<file path="config.mk">
export PLATFORM = sky130hd
export DESIGN_NAME = mem_arbiter
export DESIGN_NICKNAME = d
export VERILOG_FILES = /design/src/rtl/mem_arbiter_pkg.sv /design/src/rtl/mem_arbiter_wait_counter.sv /design/src/rtl/mem_arbiter.sv
export SDC_FILE = /design/constraint.sdc
export NUM_CORES = 1
export LEC_CHECK = 0
export ABC_AREA = 1
export BUFFER_PORTS_ARGS = -buffer_cell sky130_fd_sc_hd__buf_2
export CAP_MARGIN = 20
export CORE_AREA = 4 4 113 115
export CTS_CLUSTER_DIAMETER = 50
export DETAILED_ROUTE_END_ITERATION = 8
export DIE_AREA = 0 0 117 119
export PLACE_DENSITY_LB_ADDON = 0.1
export SLEW_MARGIN = 20
export SYNTH_ARGS = -nofsm -noshare
export SYNTH_HDL_FRONTEND = slang
export SYNTH_HIERARCHICAL = 1
export SYNTH_SLANG_ARGS = --single-unit
</file>
<file path="constraint.sdc">
create_clock -name clk -period 2.25 [get_ports clk]
set_input_delay 0.45 -clock clk [delete_from_list [all_inputs] [get_ports clk]]
set_output_delay 0.45 -clock clk [all_outputs]
set_load 0.01 [all_outputs]
</file>
<file path="src/rtl/mem_arbiter_pkg.sv">
// Shared types for the memory-port arbiter: FSM state encoding, grant ids and
// the round-robin winner selection used when the arbiter leaves IDLE.
package mem_arbiter_pkg;

  typedef enum logic [1:0] {
    ST_IDLE = 2'd0,
    ST_REQ  = 2'd1,
    ST_RSP  = 2'd2,
    ST_ERR  = 2'd3
  } state_t;

  localparam logic GNT_IFU = 1'b0;
  localparam logic GNT_LSU = 1'b1;

  // On contention the master that did not win last time gets the bus.
  function automatic logic pick_winner(
    input logic ifu_valid,
    input logic lsu_valid,
    input logic last_grant
  );
    if (ifu_valid && lsu_valid) begin
      return ~last_grant;
    end else if (lsu_valid) begin
      return GNT_LSU;
    end else begin
      return GNT_IFU;
    end
  endfunction

endpackage

</file>
<file path="src/rtl/mem_arbiter_wait_counter.sv">
// Watchdog up-counter: synchronous clear, count enable, saturates at TIMEOUT-1
// and flags that terminal value so the arbiter can give up on the slave.
module bus_wait_counter #(
  parameter int TIMEOUT = 1024
) (
  input  logic                       clk,
  input  logic                       rst,
  input  logic                       clear,
  input  logic                       enable,
  output logic [$clog2(TIMEOUT)-1:0] count,
  output logic                       terminal
);

  localparam int CW = $clog2(TIMEOUT);
  localparam logic [CW-1:0] LAST = CW'(TIMEOUT - 1);

  assign terminal = (count == LAST);

  always_ff @(posedge clk) begin
    if (rst || clear) begin
      count <= '0;
    end else if (enable && !terminal) begin
      count <= count + CW'(1);
    end
  end

endmodule

</file>
<file path="src/rtl/mem_arbiter.sv">
// Two-master arbiter for the single memory port: IFU (read-only) and LSU
// (read/write) share one slave, one locked transaction at a time.
module mem_arbiter
  import mem_arbiter_pkg::*;
#(
  parameter int ADDR_W  = 32,
  parameter int DATA_W  = 32,
  parameter int TIMEOUT = 1024
) (
  input  logic                       clk,
  input  logic                       rst,
  input  logic                       ifu_req_valid,
  output logic                       ifu_req_ready,
  input  logic [ADDR_W-1:0]          ifu_addr,
  output logic                       ifu_rsp_valid,
  input  logic                       ifu_rsp_ready,
  output logic [DATA_W-1:0]          ifu_rdata,
  output logic                       ifu_rsp_err,
  input  logic                       lsu_req_valid,
  output logic                       lsu_req_ready,
  input  logic [ADDR_W-1:0]          lsu_addr,
  input  logic [DATA_W-1:0]          lsu_wdata,
  input  logic                       lsu_wen,
  input  logic [DATA_W/8-1:0]        lsu_wstrb,
  output logic                       lsu_rsp_valid,
  input  logic                       lsu_rsp_ready,
  output logic [DATA_W-1:0]          lsu_rdata,
  output logic                       lsu_rsp_err,
  output logic                       mem_req_valid,
  input  logic                       mem_req_ready,
  output logic [ADDR_W-1:0]          mem_addr,
  output logic [DATA_W-1:0]          mem_wdata,
  output logic                       mem_wen,
  output logic [DATA_W/8-1:0]        mem_wstrb,
  input  logic                       mem_rsp_valid,
  output logic                       mem_rsp_ready,
  input  logic [DATA_W-1:0]          mem_rdata,
  input  logic                       mem_rsp_err,
  output logic                       bus_err,
  output state_t                     dbg_state,
  output logic [$clog2(TIMEOUT)-1:0] dbg_wait_count
);

  // Handshakes: a transfer happens on a rising edge where valid && ready are
  // both high; a source holds valid and payload stable until that edge, and
  // valid never depends on ready.

  localparam int CW = $clog2(TIMEOUT);

  state_t            state;
  state_t            state_next;
  logic              grant;
  logic              grant_next;
  logic              last_grant;
  logic              last_grant_next;
  logic              bus_err_next;
  logic              winner;

  logic              g_req_valid;
  logic              g_rsp_ready;
  logic              g_req_ready;
  logic              g_rsp_valid;
  logic              g_rsp_err;
  logic [DATA_W-1:0] g_rdata;

  logic [CW-1:0]     wait_count;
  logic              wait_done;
  logic              wait_clear;
  logic              wait_en;

  assign g_req_valid = (grant == GNT_LSU) ? lsu_req_valid : ifu_req_valid;
  assign g_rsp_ready = (grant == GNT_LSU) ? lsu_rsp_ready : ifu_rsp_ready;
  assign winner      = pick_winner(ifu_req_valid, lsu_req_valid, last_grant);

  // Restart the watchdog whenever a new wait phase begins.
  assign wait_clear = (state_next != state) &&
                      ((state_next == ST_REQ) || (state_next == ST_RSP));

  bus_wait_counter #(
    .TIMEOUT (TIMEOUT)
  ) u_wait_counter (
    .clk      (clk),
    .rst      (rst),
    .clear    (wait_clear),
    .enable   (wait_en),
    .count    (wait_count),
    .terminal (wait_done)
  );

  always_comb begin
    state_next      = state;
    grant_next      = grant;
    last_grant_next = last_grant;
    bus_err_next    = bus_err;
    wait_en         = 1'b0;
    mem_req_valid   = 1'b0;
    mem_addr        = '0;
    mem_wdata       = '0;
    mem_wen         = 1'b0;
    mem_wstrb       = '0;
    mem_rsp_ready   = 1'b1;
    g_req_ready     = 1'b0;
    g_rsp_valid     = 1'b0;
    g_rsp_err       = 1'b0;
    g_rdata         = '0;

    case (state)
      ST_IDLE: begin
        if (ifu_req_valid || lsu_req_valid) begin
          grant_next      = winner;
          last_grant_next = winner;
          state_next      = ST_REQ;
        end
        if (mem_rsp_valid) begin
          bus_err_next = 1'b1;
        end
      end

      ST_REQ: begin
        mem_req_valid = g_req_valid;
        g_req_ready   = mem_req_ready;
        if (grant == GNT_LSU) begin
          mem_addr  = lsu_addr;
          mem_wdata = lsu_wdata;
          mem_wen   = lsu_wen;
          mem_wstrb = lsu_wstrb;
        end else begin
          mem_addr  = ifu_addr;
        end
        if (!g_req_valid) begin
          state_next = ST_IDLE;
        end else if (mem_req_ready) begin
          state_next = ST_RSP;
        end else begin
          wait_en = 1'b1;
          if (wait_done) begin
            state_next   = ST_ERR;
            bus_err_next = 1'b1;
          end
        end
        if (mem_rsp_valid) begin
          bus_err_next = 1'b1;
        end
      end

      ST_RSP: begin
        mem_rsp_ready = g_rsp_ready;
        g_rsp_valid   = mem_rsp_valid;
        if (mem_rsp_valid) begin
          g_rdata   = mem_rdata;
          g_rsp_err = mem_rsp_err;
          if (g_rsp_ready) begin
            state_next = ST_IDLE;
          end
        end else begin
          // Only a silent slave counts; master backpressure never times out.
          wait_en = 1'b1;
          if (wait_done) begin
            state_next   = ST_ERR;
            bus_err_next = 1'b1;
          end
        end
      end

      ST_ERR: begin
        g_rsp_valid = 1'b1;
        g_rsp_err   = 1'b1;
        if (g_rsp_ready) begin
          state_next = ST_IDLE;
        end
        if (mem_rsp_valid) begin
          bus_err_next = 1'b1;
        end
      end

      default: begin
        state_next = ST_IDLE;
      end
    endcase
  end

  always_ff @(posedge clk) begin
    if (rst) begin
      state      <= ST_IDLE;
      grant      <= GNT_IFU;
      last_grant <= GNT_IFU;
      bus_err    <= 1'b0;
    end else begin
      state      <= state_next;
      grant      <= grant_next;
      last_grant <= last_grant_next;
      bus_err    <= bus_err_next;
    end
  end

  // Non-granted master sees an idle port: no ready, no valid, zero data.
  assign ifu_req_ready = (grant == GNT_IFU) && g_req_ready;
  assign lsu_req_ready = (grant == GNT_LSU) && g_req_ready;
  assign ifu_rsp_valid = (grant == GNT_IFU) && g_rsp_valid;
  assign lsu_rsp_valid = (grant == GNT_LSU) && g_rsp_valid;
  assign ifu_rsp_err   = (grant == GNT_IFU) && g_rsp_err;
  assign lsu_rsp_err   = (grant == GNT_LSU) && g_rsp_err;
  assign ifu_rdata     = (grant == GNT_IFU) ? g_rdata : '0;
  assign lsu_rdata     = (grant == GNT_LSU) ? g_rdata : '0;

  assign dbg_state      = state;
  assign dbg_wait_count = wait_count;

endmodule

</file>
==> results of run 1 <==
critical path, stage by stage, from the launching register on:
cell and delay [ns]:
dfxtp_1 0.42, ha_1 0.31, buf_4 0.28, o21ai_0 0.17, nor2_1 0.11, buf_2 0.13
flip-flops by register name, indices dropped and copies added (netlist names):
signal,cells
u_wait_counter/count,10
bus_err,1
last_grant,1
dbg_state,2
layer usage:
metal / up-vias / part of all wire (%) / global-route usage [%]
li1: 2030 / - / -
met1: 1715 / 42 / 22.88
met2: 175 / 48 / 30.51
met3: 14 / 8.1 / 2.998
met4: 0 / 1.6 / 4.014
met5: - / 0 / 0
final cells by class:
class,count,area (um^2)
fill,1394,7715
antenna,2,5.005
tap,147,183.9
multi-input combinational,338,1590
timing repair buffer,307,1592
sequential,14,281.5
clock buffer,4,88.84
inverter,94,355.3
worst max path at each step:
stage / from / endpoint / depth (start not counted) / slack, ns
4_1_cts: dbg_state[0]$_SDFF_PP0_ / ifu_rdata[23] / 6 / 0.04
3_3_place_gp: dbg_state[0]$_SDFF_PP0_ / ifu_rdata[23] / 6 / 0.18
3_5_place_dp: dbg_state[0]$_SDFF_PP0_ / ifu_rdata[23] / 6 / 0.16
5_1_grt: u_wait_counter/count[0]$_SDFFE_PP0P_ / u_wait_counter/count[9]$_SDFFE_PP0P_ / 15 / 0.004
2_1_floorplan: u_wait_counter/count[0]$_SDFFE_PP0P_ / u_wait_counter/count[9]$_SDFFE_PP0P_ / 16 / 0.23
6_report: dbg_state[0]$_SDFF_PP0_ / mem_addr[19] / 5 / 0.14
cells by family (layout without fill, tap and decap cells):
logic type,count (synthesis),after routing
flops,14,14
compound gates,56,56
simple gates,276,276
fa+ha+maj,6,6
other cells,0,2
buf+inv,126,405
report_power, final:
part	total [mW]	switching, mW	leakage, nW	internal, mW
clock network	0.387	0.116	0.0442	0.270
registers	0.337	0.0518	0.114	0.285
logic	2.08	1.34	2.54	0.738
layout by cell type, fill, tap and decap left out:
| cell type | n |
|---|---|
| a21oi_1 | 15 |
| a21oi_4 | 1 |
| a311oi_1 | 1 |
| buf_12 | 2 |
| buf_2 | 295 |
| buf_4 | 10 |
| clkbuf_16 | 3 |
| clkbuf_8 | 1 |
| dfxtp_1 | 13 |
| dfxtp_2 | 1 |
| diode_2 | 2 |
| ha_1 | 5 |
| ha_4 | 1 |
| inv_1 | 91 |
| inv_2 | 2 |
| inv_4 | 1 |
| nand2_1 | 51 |
| nand2_2 | 3 |
| nand2_4 | 1 |
| nand3_1 | 21 |
| nand3_4 | 1 |
| nand3b_1 | 1 |
| nor2_1 | 128 |
| nor2_2 | 2 |
| nor2_8 | 1 |
| nor3_1 | 65 |
| nor3_2 | 1 |
| nor3b_1 | 1 |
| o21ai_0 | 36 |
| o21ai_1 | 3 |
==> run_results.csv, run 1 <==
group,metric,value,unit
timing,finalCritPeriodShare,93.68,%
synthesis,yosys_warnings,6,
clock_tree,clk_latency,0.25,ns
synthesis,syn_nets,626,
die,dieWidth,117,um
synthesis,synth_area_leader_cell,"nor2_1",
place,placedInstanceArea,0.003985,mm^2
timing,skew,0.003090,ns
setup_path,crit_type,"reg2out",
pwr,vdd_ir_drop_max,0.0003428,V
timing,fin_tns_setup,0,ns
timing,min_period,2.108,ns
pwr,powerDensity,683.6,mW/mm^2
synthesis,synth_xor_area_share,0,%
synthesis,synth.avg_cell_area,4.968,um^2
clock_tree,cts_sinks,14,
clock_tree,cts_inserted_buffers,3,
synthesis,synth_top_area_share,20.23,%
setup_path,critPathCaptureType,"primary output",
setup_path,critPathArrivalTime,1.66,ns
pwr,total_power,2.800,mW
synthesis,synth_enable_flop_cells,0,
route,ant_nets,0,
clock_tree,cts_hold_buf,0,
die,dieHeight,119,um
clock_tree,clk_pin_slew,0.05,ns
finish,area_growth_syn_to_layout,72.50,%
synthesis,synth_compound_area_share,12.43,%
global_routing,grt_max_degree,51,
global_routing,grt_pass1_wl,19360,um
timing,maxSlewHeadroom,78.30,%
synthesis,synth.area.mux_share,0,%
global_routing,grt_pass1_vias,3469,
setup_path,cp-start-kind,"register",
synthesis,synth_area_leaders,"nor2_1 (20%), inv_1 (15%), nor3_1 (14%), dfxtp_1 (12%), nand2_1 (8.2%)",
route,drt_wl_total,13680,um
min_path,hp-class,"in2reg",
setup_path,rr_startpoint,"u_wait_counter/count[0]$_SDFFE_PP0P_",
timing,setup_ws,0.1422,ns
synthesis,ys_types,25,
place,routabilityCongestion,0.9159,
finish,finalNonFillerCells,906,
synthesis,syn_area,0.002375,mm^2
min_path,min-delay-start,"ifu_req_valid",
finish,drive_above_1_share,43.06,%
die,coreArea,0.01181,mm^2
synthesis,ys_seq_elements,14,
synthesis,syn_inst,478,
setup_path,critPathMaxFanout,23,
pwr,power_leakage,2.699,nW
place,port_buffers,295,
setup_path,cp.required,1.80,ns
setup_path,reg2reg_depth,15,
clock_tree,tritoncts,"built",
timing,setup_viol_count_final,0,
synthesis,synth-adder-area-share,3.161,%
finish,final_area,0.004096,mm^2
finish,layout.nets,906,
place,post-place-cells,900,
synthesis,yosysMostFrequentCell,"nor2_1",
place,dp_hpwl,11580,um
clock_tree,cts_resized,2,
synthesis,ys.flop_type,"dfxtp_1",
global_routing,antenna_found_initial,1,
global_routing,overflow,0,
route,drt_iter0_drc,147,
clock_tree,clockBufferDepth,2,
synthesis,synth-simple-area-share,50.53,%
die,pin_count,296,
timing,rsz0062_at_grt,"false",
clock_tree,htree_levels,1,
timing,drv_slew,0,
finish,finish.utilization,34.68,%
setup_path,r2r-end,"u_wait_counter/count[9]$_SDFFE_PP0P_",
status,status,"finished, final reports clean",
synthesis,synth_top_family_by_area,"simple AND/OR/NAND/NOR gates",
flow_run,maxCapViolCount,0,
min_path,hold_depth,2,
clock_tree,postCtsSetupBuffers,0,
place,post-place-ws,0.1587,ns
route,via_per_inst,4.342,
synthesis,yosysSeqAreaShare,11.80,%
synthesis,synth_commonest_cells,"nor2_1 (128), inv_1 (92), nor3_1 (66), nand2_1 (52), o21ai_0 (36)",
setup_path,regToRegSetupSlack,0.25,ns
timing,fmax,474.4,MHz
timing,worst_pin_slew,0.3254,ns
route,via_count,3934,
route,dr.pass1.iters,5,
min_path,whs_endpoint,"last_grant$_SDFFE_PP0P_",
timing,hold_viol,0,
die,die-area,0.01392,mm^2
route,drc,0,
die,start_util,20.11,%
die,num_rows,40,
clock_tree,cts-root-buf,"clkbuf_16",
route,routedWlPerCell,15.10,um
synthesis,synthArstFlopShare,0,%
global_routing,grt_usage,17.74,%
timing,holdWs,0.4566,ns
No activity file was read; power rests on OpenSTA's default activity.
==> inputs of run 2 (changes only) <==
--- a/config.mk
+++ b/config.mk
@@ -5,13 +5,12 @@
 export SDC_FILE = /design/constraint.sdc
 export NUM_CORES = 1
 export LEC_CHECK = 0
-export ABC_AREA = 1
 export BUFFER_PORTS_ARGS = -buffer_cell sky130_fd_sc_hd__buf_2
 export CAP_MARGIN = 20
-export CORE_AREA = 4 4 113 115
+export CORE_AREA = 4 4 114 116
 export CTS_CLUSTER_DIAMETER = 50
 export DETAILED_ROUTE_END_ITERATION = 8
-export DIE_AREA = 0 0 117 119
+export DIE_AREA = 0 0 118 120
 export PLACE_DENSITY_LB_ADDON = 0.1
 export SLEW_MARGIN = 20
 export SYNTH_ARGS = -nofsm -noshare
==> run 2 against run 1 <==
- die area up 1.7%
- global-route usage is 1.0 points lower
- non-clock buffer count is 31 higher
- first-iteration DRC count shrank 22%
- total power decreased by 56%
- critical path depth increased by 4
- count of clock-buffer cells in the layout unchanged
- clock power decreased by 4%
- synthesized cell count fell by 33%
- cell count shrank 14%
- routed wire length fell by 4.1%
- maximum frequency fell by 11%
- the run now ends with negative setup slack left
==> run_results.csv, run 2 <==
group,metric,value,unit
pwr,total_power,1.241,mW
route,drt_wl_total,13130,um
setup_path,crit_path_top_delay_cell,"mux2_4",
die,dieHeight,120,um
clock_tree,cts_sinks,14,
synthesis,synth_top_area_share,17.99,%
route,dr.pass1.iters,4,
timing,skew,0.005926,ns
timing,finalCritPeriodShare,105.1,%
clock_tree,clockBufferDepth,2,
clock_tree,cts_inserted_buffers,3,
clock_tree,tritoncts,"built",
place,routabilityCongestion,0.8564,
global_routing,overflow,0,
timing,worst_pin_slew,0.4189,ns
route,routedWlPerCell,16.77,um
finish,finalNonFillerCells,783,
route,drc,0,
global_routing,grt_usage,16.71,%
clock_tree,clk_latency,0.24,ns
pwr,powerDensity,281.2,mW/mm^2
timing,maxSlewHeadroom,71.94,%
die,die-area,0.01416,mm^2
die,coreArea,0.01191,mm^2
place,post-place-cells,769,
synthesis,synth_area_leaders,"and2_1 (18%), mux2i_1 (18%), dfxtp_1 (13%), and3_1 (12%), nor2_1 (6.7%)",
route,ant_nets,0,
min_path,hold_depth,2,
synthesis,yosys_warnings,6,
finish,layout.nets,782,
synthesis,yosysSeqAreaShare,12.59,%
synthesis,synth_area_leader_cell,"and2_1",
setup_path,cp-start-kind,"register",
clock_tree,cts-root-buf,"clkbuf_16",
global_routing,grt_pass1_wl,18930,um
timing,setup_ws,-0.1141,ns
finish,final_cell_mix,"buf_2 (295), and2_1 (63), and3_1 (40), mux2i_1 (39), nor2_1 (39)",
die,start_util,18.69,%
route,via_count,3448,
synthesis,synthArstFlopShare,0,%
status,violations,"negative setup slack",
synthesis,ys_seq_elements,14,
min_path,hp-class,"in2reg",
finish,top_register,"u_wait_counter/count",
global_routing,grt_pass1_vias,3344,
pwr,power_leakage,2.654,nW
synthesis,syn_nets,466,
finish,largest_reg_flops,10,
finish,area_growth_syn_to_layout,98.37,%
timing,setup_viol_count_final,10,
synthesis,syn_inst,318,
status,status,"finished with violations",
synthesis,synth.avg_cell_area,7.000,um^2
setup_path,cp.required,2.42,ns
global_routing,grt_max_degree,41,
setup_path,max_stage_delay,0.37,ns
setup_path,critPathArrivalTime,2.54,ns
flow_run,maxCapViolCount,0,
finish,finish.utilization,37.07,%
synthesis,ys_types,43,
synthesis,syn_area,0.002226,mm^2
route,via_per_inst,4.404,
global_routing,antenna_found_initial,4,
setup_path,worstPathCellList,"ha_4 > and2_4 > and3_4 > o311a_1 > a311oi_2 > mux2_4 > or2_4 > nor3_2 > o21bai_1",
timing,min_period,2.364,ns
timing,rsz0062_at_grt,"true",
setup_path,crit_type,"reg2reg",
clock_tree,clk_pin_slew,0.05,ns
timing,drv_slew,0,
timing,fmax,423.0,MHz
setup_path,reg2reg_depth,9,
place,dp_hpwl,10750,um
synthesis,synth_enable_flop_cells,0,
synthesis,ys.flop_type,"dfxtp_1",
clock_tree,htree_levels,1,
finish,mostFrequentLayoutCell,"buf_2",
pwr,vdd_ir_drop_max,0.0001967,V
setup_path,critPathCaptureType,"register",
die,pin_count,296,
finish,drive_above_1_share,58.93,%
place,port_buffers,295,
die,dieWidth,118,um
timing,hold_viol,0,
route,drt_iter0_drc,115,
setup_path,critPathMaxFanout,6,
synthesis,yosysMostFrequentCell,"and2_1",
synthesis,synth_commonest_cells,"and2_1 (64), and3_1 (41), nor2_1 (40), mux2i_1 (39), clkbuf_1 (20)",
die,num_rows,40,
-- run 2: critical path: cells and delay by family (launching register included) --
family,cells,cell delay (ns)
adders and majority gates,1,0.15
AOI/OAI and AO/OA,3,0.73
and+or+nand+nor,4,0.70
DFF,1,0.34
muxes,1,0.37
-- run 2: worst paths after layout --
kind	from	end	slack (ns)
max	u_wait_counter/count[1]$_SDFFE_PP0P_	u_wait_counter/count[2]$_SDFFE_PP0P_	-0.11
min	rst	bus_err$_SDFFE_PP0P_	0.53
max reg2reg	u_wait_counter/count[1]$_SDFFE_PP0P_	u_wait_counter/count[2]$_SDFFE_PP0P_	-0.11
min reg2reg	bus_err$_SDFFE_PP0P_	bus_err$_SDFFE_PP0P_	0.56
-- run 2: logic make-up after synthesis --
| family | after synthesis | synth area share, % |
|---|---|---|
| AO/OA/AOI/OAI | 36 | 12.09 |
| adder cells (fa/ha/maj) | 6 | 3.373 |
| buffers and inverters | 35 | 6.970 |
| flip-flops | 14 | 12.59 |
| multiplexers | 41 | 18.66 |
| AND/OR/NAND/NOR | 186 | 46.32 |
-- run 2: final cells by class --
class                      count  area (um^2)
antenna                        3        7.507
clock buffer                   4        88.84
fill                        1306         7496
sequential                    14        289.0
inverter                       8        30.03
timing repair buffer         338         1941
multi-input combinational    269         1876
tap                          147        183.9
-- run 2: power breakdown --
group          internal, mW  leakage (nW)  switching [mW]
Sequential            0.254         0.116         0.00605
Clock                 0.269        0.0442           0.104
Combinational         0.304          2.49           0.304
Total                 0.828          2.65           0.414
-- run 2: timing repair --
| action | 4_1_cts | 5_1_grt |
|---|---|---|
| setup endpoints to repair | 44 | 45 |
| gates resized for setup | 8 | 10 |
| gates cloned | 2 | 3 |
| setup buffers | 1 | 1 |
| hold buffers | 0 | 0 |
| pin swaps | 2 | 7 |
-- run 2: layer usage --
metal  part of all wire [%]  global-route usage (%)  up-vias
li1                       -                       -     1734
met1                     35                   17.05     1553
met2                     56                   32.70      143
met3                    6.9                   4.854       16
met4                    2.2                   4.982        2
met5                  0.091                       0        -
-- run 2: stage by stage --
| step | hold WS [ns] | instance area [um^2] | worst slack, ns | TNS (ns) |
|---|---|---|---|---|
| 2_1_floorplan | 0.4971 | 2282 | -0.2300 | -1.660 |
| 4_1_cts | 0.5298 | 4300 | -0.1053 | -0.5939 |
| 6_report | 0.5330 | 4415 | -0.1141 | -0.4415 |
| 3_3_place_gp | 0.5257 | 4109 | -0.1414 | -0.4921 |
| 3_5_place_dp | 0.5412 | 4109 | -0.1894 | -1.128 |
| 5_1_grt | 0.5533 | 4415 | -0.1867 | -1.448 |
==> inputs of run 3 (changes only) <==
--- a/config.mk
+++ b/config.mk
@@ -5,12 +5,12 @@
 export SDC_FILE = /design/constraint.sdc
 export NUM_CORES = 1
 export LEC_CHECK = 0
-export BUFFER_PORTS_ARGS = -buffer_cell sky130_fd_sc_hd__buf_2
 export CAP_MARGIN = 20
-export CORE_AREA = 4 4 114 116
+export CORE_AREA = 4 4 113 115
 export CTS_CLUSTER_DIAMETER = 50
 export DETAILED_ROUTE_END_ITERATION = 8
-export DIE_AREA = 0 0 118 120
+export DIE_AREA = 0 0 117 119
+export DONT_BUFFER_PORTS = 1
 export PLACE_DENSITY_LB_ADDON = 0.1
 export SLEW_MARGIN = 20
 export SYNTH_ARGS = -nofsm -noshare
==> run 3 against run 2 <==
- the run still ends with negative setup slack left
- via count down 29%
- flip-flop and latch count unchanged
- sequential share of layout area up 3.8 points
- combinational power down 39%
- sequential power up 3%
- largest cell class is now multi-input gates
- highest routed layer is now met4
==> run_results.csv, run 3 (synthesis gave the netlist of run 2 again) <==
group,metric,value,unit
status,status,"finished with violations",
status,violations,"negative setup slack",
timing,setup_viol_count_final,10,
pwr,powerDensity,366.8,mW/mm^2
setup_path,cp.required,2.43,ns
clock_tree,tritoncts,"built",
place,dp_hpwl,9204,um
timing,min_period,2.352,ns
route,via_per_inst,5.002,
clock_tree,cts_hold_buf,0,
clock_tree,clockBufferDepth,2,
clock_tree,clk_latency,0.25,ns
setup_path,critPathCaptureType,"register",
route,routedWlPerCell,22.24,um
clock_tree,htree_levels,1,
die,dieHeight,119,um
global_routing,grt_usage,13.89,%
route,drt_iter0_drc,131,
timing,fmax,425.2,MHz
finish,mostFrequentLayoutCell,"and2_1",
timing,hold_viol,0,
place,placedInstanceArea,0.002650,mm^2
global_routing,antenna_found_initial,1,
clock_tree,cts_inserted_buffers,3,
finish,n_fill_cell,1312,
timing,finalCritPeriodShare,104.5,%
timing,maxSlewHeadroom,64.02,%
route,dr.pass1.iters,4,
die,dieWidth,117,um
min_path,hp-class,"in2reg",
timing,skew,0.0009279,ns
die,start_util,18.85,%
pwr,total_power,1.032,mW
clock_tree,clk_pin_slew,0.05,ns
finish,largest_reg_flops,10,
route,drt_wl_total,10810,um
die,pin_count,296,
global_routing,grt_max_degree,74,
place,routabilityCongestion,0.7496,
timing,worst_pin_slew,0.5397,ns
pwr,vdd_ir_drop_max,0.0001996,V
place,post-place-cells,476,
route,via_count,2431,
clock_tree,cts_sinks,14,
finish,final_area,0.002814,mm^2
finish,final_cell_mix,"and2_1 (64), and3_1 (41), nor2_1 (40), mux2i_1 (39), buf_4 (37)",
timing,drv_slew,0,
finish,drive_above_1_share,21.30,%
global_routing,grt_pass1_vias,2386,
finish,layout.nets,487,
finish,multi_input_area,0.001858,mm^2
place,post-place-ws,-0.1551,ns
finish,finish.utilization,23.82,%
timing,rsz0062_at_grt,"true",
die,num_rows,40,
finish,area_growth_syn_to_layout,26.42,%
finish,top_register,"u_wait_counter/count",
die,die-area,0.01392,mm^2
flow_run,maxCapViolCount,0,
clock_tree,cts-root-buf,"clkbuf_16",
setup_path,critPathArrivalTime,2.53,ns
place,port_buffers,0,
route,ant_nets,0,
pwr,power_leakage,1.222,nW
route,drc,0,
timing,setup_ws,-0.1018,ns
setup_path,critPathMaxFanout,7,
finish,finalNonFillerCells,486,
global_routing,overflow,0,
global_routing,grt_pass1_wl,14810,um
setup_path,crit_type,"reg2reg",
finish,ff_latch_area,290.3,um^2
setup_path,cp-start-kind,"register",
die,coreArea,0.01181,mm^2
[run 3: cell types whose count changed in the layout (fill, tap and decap cells not counted), moves of 2 or more]
cell,previous run,this run
clkbuf_16,5,3
bufbuf_16,2,0
diode_2,3,1
buf_4,33,37
dfxtp_2,4,2
buf_2,295,0
[run 3: power by group]
part | internal [mW] | switching, mW | total (mW)
Combinational | 0.144 | 0.227 | 0.371
Sequential | 0.254 | 0.0138 | 0.267
Clock | 0.271 | 0.123 | 0.394
[run 3: cell type report]
cell class / count / area share [%]
inverters: 8 / 1.067
flip-flops and latches: 14 / 10.32
diodes: 1 / 0.08893
multi-input cells: 270 / 66.03
clock buffers: 4 / 3.157
repair buffers: 42 / 12.81
well taps: 147 / 6.536
[run 3: metal layers]
layer	up-vias	global-route usage, %	share of wire, %
met1	1121	16.83	39
li1	1144	-	-
met4	0	1.290	0.32
met3	4	5.945	11
met5	-	0	0
met2	162	23.58	49
[run 3: worst paths after layout]
check                           slack (ns)  cells past startpoint                                 start                                   end
worst min register to register        0.60                      2  u_wait_counter/count[9]$_SDFFE_PP0P_  u_wait_counter/count[9]$_SDFFE_PP0P_
worst max-delay path                 -0.10                      9  u_wait_counter/count[1]$_SDFFE_PP0P_  u_wait_counter/count[7]$_SDFFE_PP0P_
worst min-delay path                  0.26                      1                                   rst               dbg_state[0]$_SDFF_PP0_
worst max register to register       -0.10                      9  u_wait_counter/count[1]$_SDFFE_PP0P_  u_wait_counter/count[7]$_SDFFE_PP0P_
[run 3: critical path: stages, from the launching register on]
cell,delay [ns]
dfxtp_4,0.35
ha_4,0.15
and2_4,0.15
and3_4,0.15
o311a_1,0.29
a311oi_2,0.34
mux2_4,0.39
nor2_2,0.26
nand2_1,0.09
mux2i_1,0.11
[run 3: what timing repair did]
action                                  CTS  global route
gates resized for setup                   7             2
cloned                                    0             1
pin swaps                                 5             5
endpoints found under the setup margin   22            10
setup buffers                             2             2
[run 3: per-stage QoR]
step	TNS [ns]	hold slack, ns
detailed placement	-1.016	0.5195
CTS	-0.7200	0.2569
finish	-0.7211	0.2641
global route	-1.783	0.2583
global placement	-0.6053	0.5269
floorplan	-1.660	0.4971
